**src/rtl/spi_master.sv**
```systemverilog
`default_nettype none
// ============================================================================
//  Module      : spi_master
//  Description : SPI mode-0 master for the 24-bit command/payload link.
//                Frame = {cmd[7:0], payload[15:0]}, MSB first.
//                A write is one frame. A read is a command frame and then a
//                dummy all-zero frame. The MISO bits captured during the
//                dummy frame are presented on rdata.
//  Ports       : clk, rst_n (async, active low)
//                start/rd/cmd/wdata : request, sampled only in IDLE
//                busy/done/rdata    : transaction status and read reply
//                SCK/SSEL/MOSI/MISO : SPI pins (SCK idles low, SSEL high)
//  Revision    : 1.0 - initial release
// ============================================================================
module spi_master #(
    parameter int CLK_DIV  = 8,   // clk cycles per SCK half-period (>=4)
    parameter int CS_SETUP = 8,   // SSEL low to first SCK rise phase (>=4)
    parameter int CS_HOLD  = 8,   // last SCK fall to SSEL high
    parameter int CS_GAP   = 8    // SSEL high between the two read frames (>=4)
) (
    input  logic        clk,
    input  logic        rst_n,
    input  logic        start,
    input  logic        rd,
    input  logic [7:0]  cmd,
    input  logic [15:0] wdata,
    output logic        busy,
    output logic        done,
    output logic [23:0] rdata,
    output logic        SCK,
    output logic        SSEL,
    output logic        MOSI,
    input  logic        MISO
);

    localparam logic [2:0] c_ST_IDLE  = 3'd0;
    localparam logic [2:0] c_ST_SETUP = 3'd1;
    localparam logic [2:0] c_ST_SHIFT = 3'd2;
    localparam logic [2:0] c_ST_HOLD  = 3'd3;
    localparam logic [2:0] c_ST_GAP   = 3'd4;
    localparam logic [2:0] c_ST_DONE  = 3'd5;

    localparam logic [15:0] c_DIV_LAST   = 16'(CLK_DIV - 1);
    localparam logic [15:0] c_SETUP_LAST = 16'(CS_SETUP - 1);
    localparam logic [15:0] c_HOLD_LAST  = 16'(CS_HOLD - 1);
    localparam logic [15:0] c_HOLD_END   = 16'(CS_HOLD);
    localparam logic [15:0] c_GAP_LAST   = 16'(CS_GAP - 1);
    localparam logic [4:0]  c_BIT_LAST   = 5'd23;

    logic [2:0]  r_state;
    logic [15:0] r_cnt;       // shared phase counter for SETUP/SHIFT/HOLD/GAP
    logic [4:0]  r_bit;       // bit index 0..23 within the frame
    logic [23:0] r_sr;        // transmit shift register, bit 23 drives MOSI
    logic [23:0] r_cap;       // MISO capture register
    logic        r_rd;
    logic        r_second;    // set while the dummy frame of a read runs
    logic        r_sck;
    logic        r_ssel;
    logic        r_busy;
    logic [23:0] r_rdata;
    logic        r_miso_s1;
    logic        r_miso_s2;

    assign busy  = r_busy;
    assign done  = (r_state == c_ST_DONE);
    assign rdata = r_rdata;
    assign SCK   = r_sck;
    assign SSEL  = r_ssel;
    assign MOSI  = r_sr[23];

    // Two-flop synchroniser on the asynchronous slave data line.
    always_ff @(posedge clk or negedge rst_n) begin
        if (!rst_n) begin
            r_miso_s1 <= 1'b0;
            r_miso_s2 <= 1'b0;
        end else begin
            r_miso_s1 <= MISO;
            r_miso_s2 <= r_miso_s1;
        end
    end

    always_ff @(posedge clk or negedge rst_n) begin
        if (!rst_n) begin
            r_state  <= c_ST_IDLE;
            r_cnt    <= 16'd0;
            r_bit    <= 5'd0;
            r_sr     <= 24'd0;
            r_cap    <= 24'd0;
            r_rd     <= 1'b0;
            r_second <= 1'b0;
            r_sck    <= 1'b0;
            r_ssel   <= 1'b1;
            r_busy   <= 1'b0;
            r_rdata  <= 24'd0;
        end else begin
            case (r_state)
                c_ST_IDLE: begin
                    if (start) begin
                        // Reads carry an all-zero payload regardless of wdata.
                        r_sr     <= {cmd, (rd ? 16'h0000 : wdata)};
                        r_rd     <= rd;
                        r_second <= 1'b0;
                        r_ssel   <= 1'b0;
                        r_busy   <= 1'b1;
                        r_cnt    <= 16'd0;
                        r_state  <= c_ST_SETUP;
                    end
                end

                c_ST_SETUP: begin
                    if (r_cnt == c_SETUP_LAST) begin
                        r_cnt   <= 16'd0;
                        r_bit   <= 5'd0;
                        r_state <= c_ST_SHIFT;
                    end else begin
                        r_cnt <= r_cnt + 16'd1;
                    end
                end

                c_ST_SHIFT: begin
                    if (r_cnt == c_DIV_LAST) begin
                        r_cnt <= 16'd0;
                        if (!r_sck) begin
                            // Rising phase: sample the slave's bit.
                            r_sck <= 1'b1;
                            r_cap <= {r_cap[22:0], r_miso_s2};
                        end else begin
                            r_sck <= 1'b0;
                            if (r_bit == c_BIT_LAST) begin
                                r_bit   <= 5'd0;
                                r_state <= c_ST_HOLD;
                            end else begin
                                // Falling phase: present the next bit.
                                r_bit <= r_bit + 5'd1;
                                r_sr  <= {r_sr[22:0], 1'b0};
                            end
                        end
                    end else begin
                        r_cnt <= r_cnt + 16'd1;
                    end
                end

                c_ST_HOLD: begin
                    // CS_HOLD cycles with SSEL low, then SSEL rises. A read's
                    // command frame goes straight into the gap; otherwise one
                    // SSEL-high cycle precedes DONE.
                    if (r_cnt == c_HOLD_LAST) begin
                        r_ssel <= 1'b1;
                        if (r_rd && !r_second) begin
                            r_cnt   <= 16'd0;
                            r_state <= c_ST_GAP;
                        end else begin
                            r_cnt <= r_cnt + 16'd1;
                        end
                    end else if (r_cnt == c_HOLD_END) begin
                        r_cnt   <= 16'd0;
                        r_busy  <= 1'b0;
                        r_state <= c_ST_DONE;
                        if (r_rd) begin
                            r_rdata <= r_cap;
                        end
                    end else begin
                        r_cnt <= r_cnt + 16'd1;
                    end
                end

                c_ST_GAP: begin
                    if (r_cnt == c_GAP_LAST) begin
                        r_cnt    <= 16'd0;
                        r_ssel   <= 1'b0;
                        r_second <= 1'b1;
                        r_sr     <= 24'h000000;
                        r_state  <= c_ST_SETUP;
                    end else begin
                        r_cnt <= r_cnt + 16'd1;
                    end
                end

                c_ST_DONE: begin
                    r_state <= c_ST_IDLE;
                end

                default: begin
                    r_state <= c_ST_IDLE;
                end
            endcase
        end
    end

endmodule
`default_nettype wire

```
**config.mk**
```make
export PLATFORM = sky130hd
export DESIGN_NAME = spi_master
export DESIGN_NICKNAME = d
export VERILOG_FILES = /design/src/rtl/spi_master.sv
export SDC_FILE = /design/constraint.sdc
export NUM_CORES = 1
export LEC_CHECK = 0
export ABC_CLOCK_PERIOD_IN_PS = 4170
export BUFFER_PORTS_ARGS = -buffer_cell sky130_fd_sc_hd__buf_2
export CORE_MARGIN = 5
export CORE_UTILIZATION = 50
export CTS_BUF_LIST = sky130_fd_sc_hd__clkbuf_8
export DETAILED_ROUTE_END_ITERATION = 10
export GPL_ROUTABILITY_DRIVEN = 0
export GPL_TIMING_DRIVEN = 0
export PLACE_DENSITY = 0.72
export RECOVER_POWER = 100
export SLEW_MARGIN = 30
export SYNTH_ARGS = -nofsm -noshare
export SYNTH_HDL_FRONTEND = slang
export SYNTH_SLANG_ARGS = --single-unit
```
**constraint.sdc**
```tcl
create_clock -name clk -period 4.17 [get_ports clk]
set_input_delay 0.417 -clock clk [delete_from_list [all_inputs] [get_ports clk]]
set_output_delay 0.417 -clock clk [all_outputs]
set_load 0.02 [all_outputs]
```
==> flow_metrics.tcl <==
set metrics [dict create \
    drv_cap 1 \
    ys_types 52 \
    dpl_cell_area_sq_um 5510 \
    critPathMaxFanout 10 \
    worst_pin_slew_ps 2570 \
    cts_buffer_depth 2 \
    max_freq_mhz 301 \
    final.setup_skew_ps 14.5 \
    cp-start-kind "register" \
    run_status "finished with violations" \
    hold_path.class "in2reg" \
    wl_per_cell_microns 15.7 \
    dieArea_sq_um 12200 \
    avgSynthCellArea_sq_um 12.1 \
    met1_usage_pct 25.5 \
    port_buffers 57 \
    cp.required_ps 4420 \
    rows 36 \
    crit_arrival_ps 3580 \
    clk_pin_slew_ps 110 \
    rr_endpoint "r_sr[14]" \
    cp_cell_sequence "nor4_1, and4_2, clkbuf_1, a21oi_1, nor4_4, buf_6, mux2_1" \
    wirelength_microns 9780 \
    leakage_nw 2.59 \
    synth_top_family_by_area "multiplexers" \
    vias 3492 \
    cts_tree "done" \
    io_pins 58 \
    whs_path_depth 1 \
    root_buffer "clkbuf_8" \
    min_to "r_miso_s1" \
    dieHeight_microns 110 \
    drt_first_pass_iters 4 \
    grt_pass1_vias 3593 \
    drive_gt1_share_pct 27.7 \
    synth-seq-cells 103 \
    hold_viol_final 0 \
    synth_nets 448 \
    worstReg2RegStart "r_cnt[4]" \
    track_usage_pct 17.6 \
    ant_nets 0 \
    drtIter0Drc 204 \
    die_width_microns 110 \
    h-tree-depth 3 \
    grt_pass1_wl_microns 17100 \
    cp-end-kind "register" \
    use_met3_pct 3.49 \
    antennaDiodeCount 0 \
    reg2reg_setup_slack_ps 840 \
    nNetsFinal 518 \
    grt_remaining_overflow 0 \
    cts_setup_buffers 0 \
    synthAdderAreaFrac_pct 0.747 \
    seq_area_frac_synth_pct 51.3 \
    ir_drop_v 0.000169 \
    ctsResizeCount 0 \
    slew_headroom_pct -71.6 \
    clk_latency_ps 370 \
    powerDensity_nw_per_um2 302 \
    ys_async_sr_fraction_pct 100 \
    synthToLayoutAreaGrowth_pct 11.8 \
    drc 0 \
    dp_hpwl_microns 6970 \
    gr-usage-met2_pct 26.5 \
    slew_violations 45 \
    synth_warnings 0 \
    slowest_stage "nor4_1" \
    hp-start "MISO" \
    critPathMaxStageDelay_ps 930 \
    netlist_instances 416 \
    synth_edf_count 0 \
    core-area_sq_um 9770 \
    top_usage_layer "met2" \
    grt_max_degree 60 \
    postLayoutCellArea_sq_um 5620 \
    cp.buffers_inverters 2 \
    synth_compound_area_share_pct 11.8 \
    rsz0062_at_grt "no" \
    r2r_cells 7 \
    yosys-mux-area-fraction_pct 18.2 \
    cts.sinks 103 \
    vias_per_cell 5.60 \
    synth-xor-area-share_pct 0.871 \
    finish.utilization_pct 57.5 \
    fin_crit_ps 3330 \
    period_share_pct 79.8 \
    failed_checks "capacitance limit, slew limit" \
    synth-simple-area-share_pct 12.8 \
    path_class "reg2reg" \
    antenna_found_initial 0 \
    cp_top_family "simple AND/OR/NAND/NOR gates" \
    synthFlopType "dfrtp_1" \
    initial_core_util_pct 51.4 \
    finalSetupViolations 0 \
    finalSetupTns_ps 0 \
    netlist_area_sq_um 5030 \
    numCtsBuffers 9 \
]
-- synth_stat cells (2+ instances only) --
cell	instances	area share, %
nand4_1	5	0.62
nor3_1	6	0.60
a21oi_1	12	1.2
o31ai_1	6	0.90
o211ai_1	6	0.90
nand2b_1	3	0.37
buf_2	4	0.40
xnor2_1	4	0.70
nand3b_1	3	0.45
a41oi_1	2	0.35
nand3_1	8	0.80
ha_1	3	0.75
o21bai_1	2	0.30
clkbuf_8	4	1.1
clkbuf_1	8	0.60
o221ai_1	2	0.35
nand2_1	42	3.1
or3_1	2	0.25
a22o_1	17	3.0
or4_1	2	0.30
buf_6	5	1.1
and3_1	3	0.37
dfrtp_1	102	51
inv_1	5	0.37
mux2i_1	2	0.40
o21ai_0	30	3.0
mux2_4	19	5.7
nor4_4	4	1.7
a22oi_1	8	1.2
nor4_1	2	0.25
mux2_2	54	12
nor2_1	20	1.5
or2_2	2	0.25
-- state kept, by name, indices dropped and copies added, names as in the netlist --
name	flops
r_second	1
r_cap	24
SSEL	1
rdata	24
r_cnt	16
r_state	3
busy	1
r_miso_s1	1
r_sr	24
r_rd	1
r_bit	5
SCK	1
r_miso_s2	1
-- worst register-to-register path, stage by stage (launching register included) --
cell and delay (ps):
dfrtp_1 460, nor4_1 930, and4_2 370, clkbuf_1 260, a21oi_1 160, nor4_4 450, buf_6 250, mux2_1 330
-- layer usage --
layer / wire length [microns] / share of wire (%)
met1: 4710 / 48
met2: 4440 / 45
met3: 509 / 5.2
met4: 125 / 1.3
met5: 0 / 0
-- placed cells by master, fill, tap and decap left out, types with 3 or more instances in the layout --
cell type / netlist / layout
nand4_1: 5 / 5
nand2_1: 42 / 42
nand3b_1: 3 / 3
nor4_1: 2 / 3
nor3_1: 6 / 7
nor2_1: 20 / 20
a21oi_1: 12 / 12
buf_2: 4 / 28
a22o_1: 17 / 17
a22oi_1: 8 / 8
mux2_4: 19 / 17
nor4_4: 4 / 3
xnor2_1: 4 / 4
clkbuf_8: 4 / 12
mux2_2: 54 / 54
clkbuf_1: 8 / 45
dfrtp_1: 102 / 102
inv_1: 5 / 5
and3_1: 3 / 3
o31ai_1: 6 / 6
o21ai_0: 30 / 30
nand3_1: 8 / 8
nand2b_1: 3 / 3
ha_1: 3 / 3
o211ai_1: 6 / 6
-- area by class of cell --
cell class	instances	area [sq um]
fill	837	4160
sequential	103	2580
multi-input combinational	286	2210
timing repair buffer	59	285
tap	133	166
buffer	22	158
clock buffer	9	124
clock inverter	7	81.3
inverter	5	18.8
-- cell families (layout without fill, tap and decap cells) --
| logic type | Yosys count | after routing |
|---|---|---|
| AO/OA/AOI/OAI | 89 | 89 |
| XOR/XNOR | 5 | 5 |
| adder cells (fa/ha/maj) | 3 | 3 |
| buffers and inverters | 27 | 102 |
| flip-flops | 103 | 103 |
| multiplexers | 75 | 75 |
| AND/OR/NAND/NOR | 114 | 114 |
-- timing repair --
action	CTS	global route
setup endpoints to repair	0	0
hold buffers	1	0
hold endpoints to repair	43	0
-- worst max path at each step --
stage                        start  depth (start not counted)  slack, ps       end
after global placement    r_cnt[4]                          6       1510   r_sr[2]
after detailed placement  r_cnt[4]                          6       1440   r_sr[6]
after CTS                 r_cnt[4]                          6       1420   r_sr[6]
after global routing      r_cnt[4]                          7        630   r_sr[4]
final                     r_cnt[4]                          7        840  r_sr[14]
after floorplan           r_cnt[9]                          7       1850   r_sr[1]
-- power by group --
part / switching (mW) / internal (mW)
Clock: 0.390 / 0.241
Combinational: 0.0291 / 0.0254
Sequential: 0.00466 / 1.01
Total: 0.424 / 1.27
-- metrics by stage --
step                hold WS (ps)  worst slack (ps)  total power [mW]  instances
finish                       148               844              1.70        624
CTS                          133              1420              1.72        624
global route                 126               634              1.77        624
global placement             336              1510              1.08        606
floorplan                    121              1850              1.05        416
detailed placement           340              1440              1.09        607
Note: power is estimated with default switching activity, not from simulation.
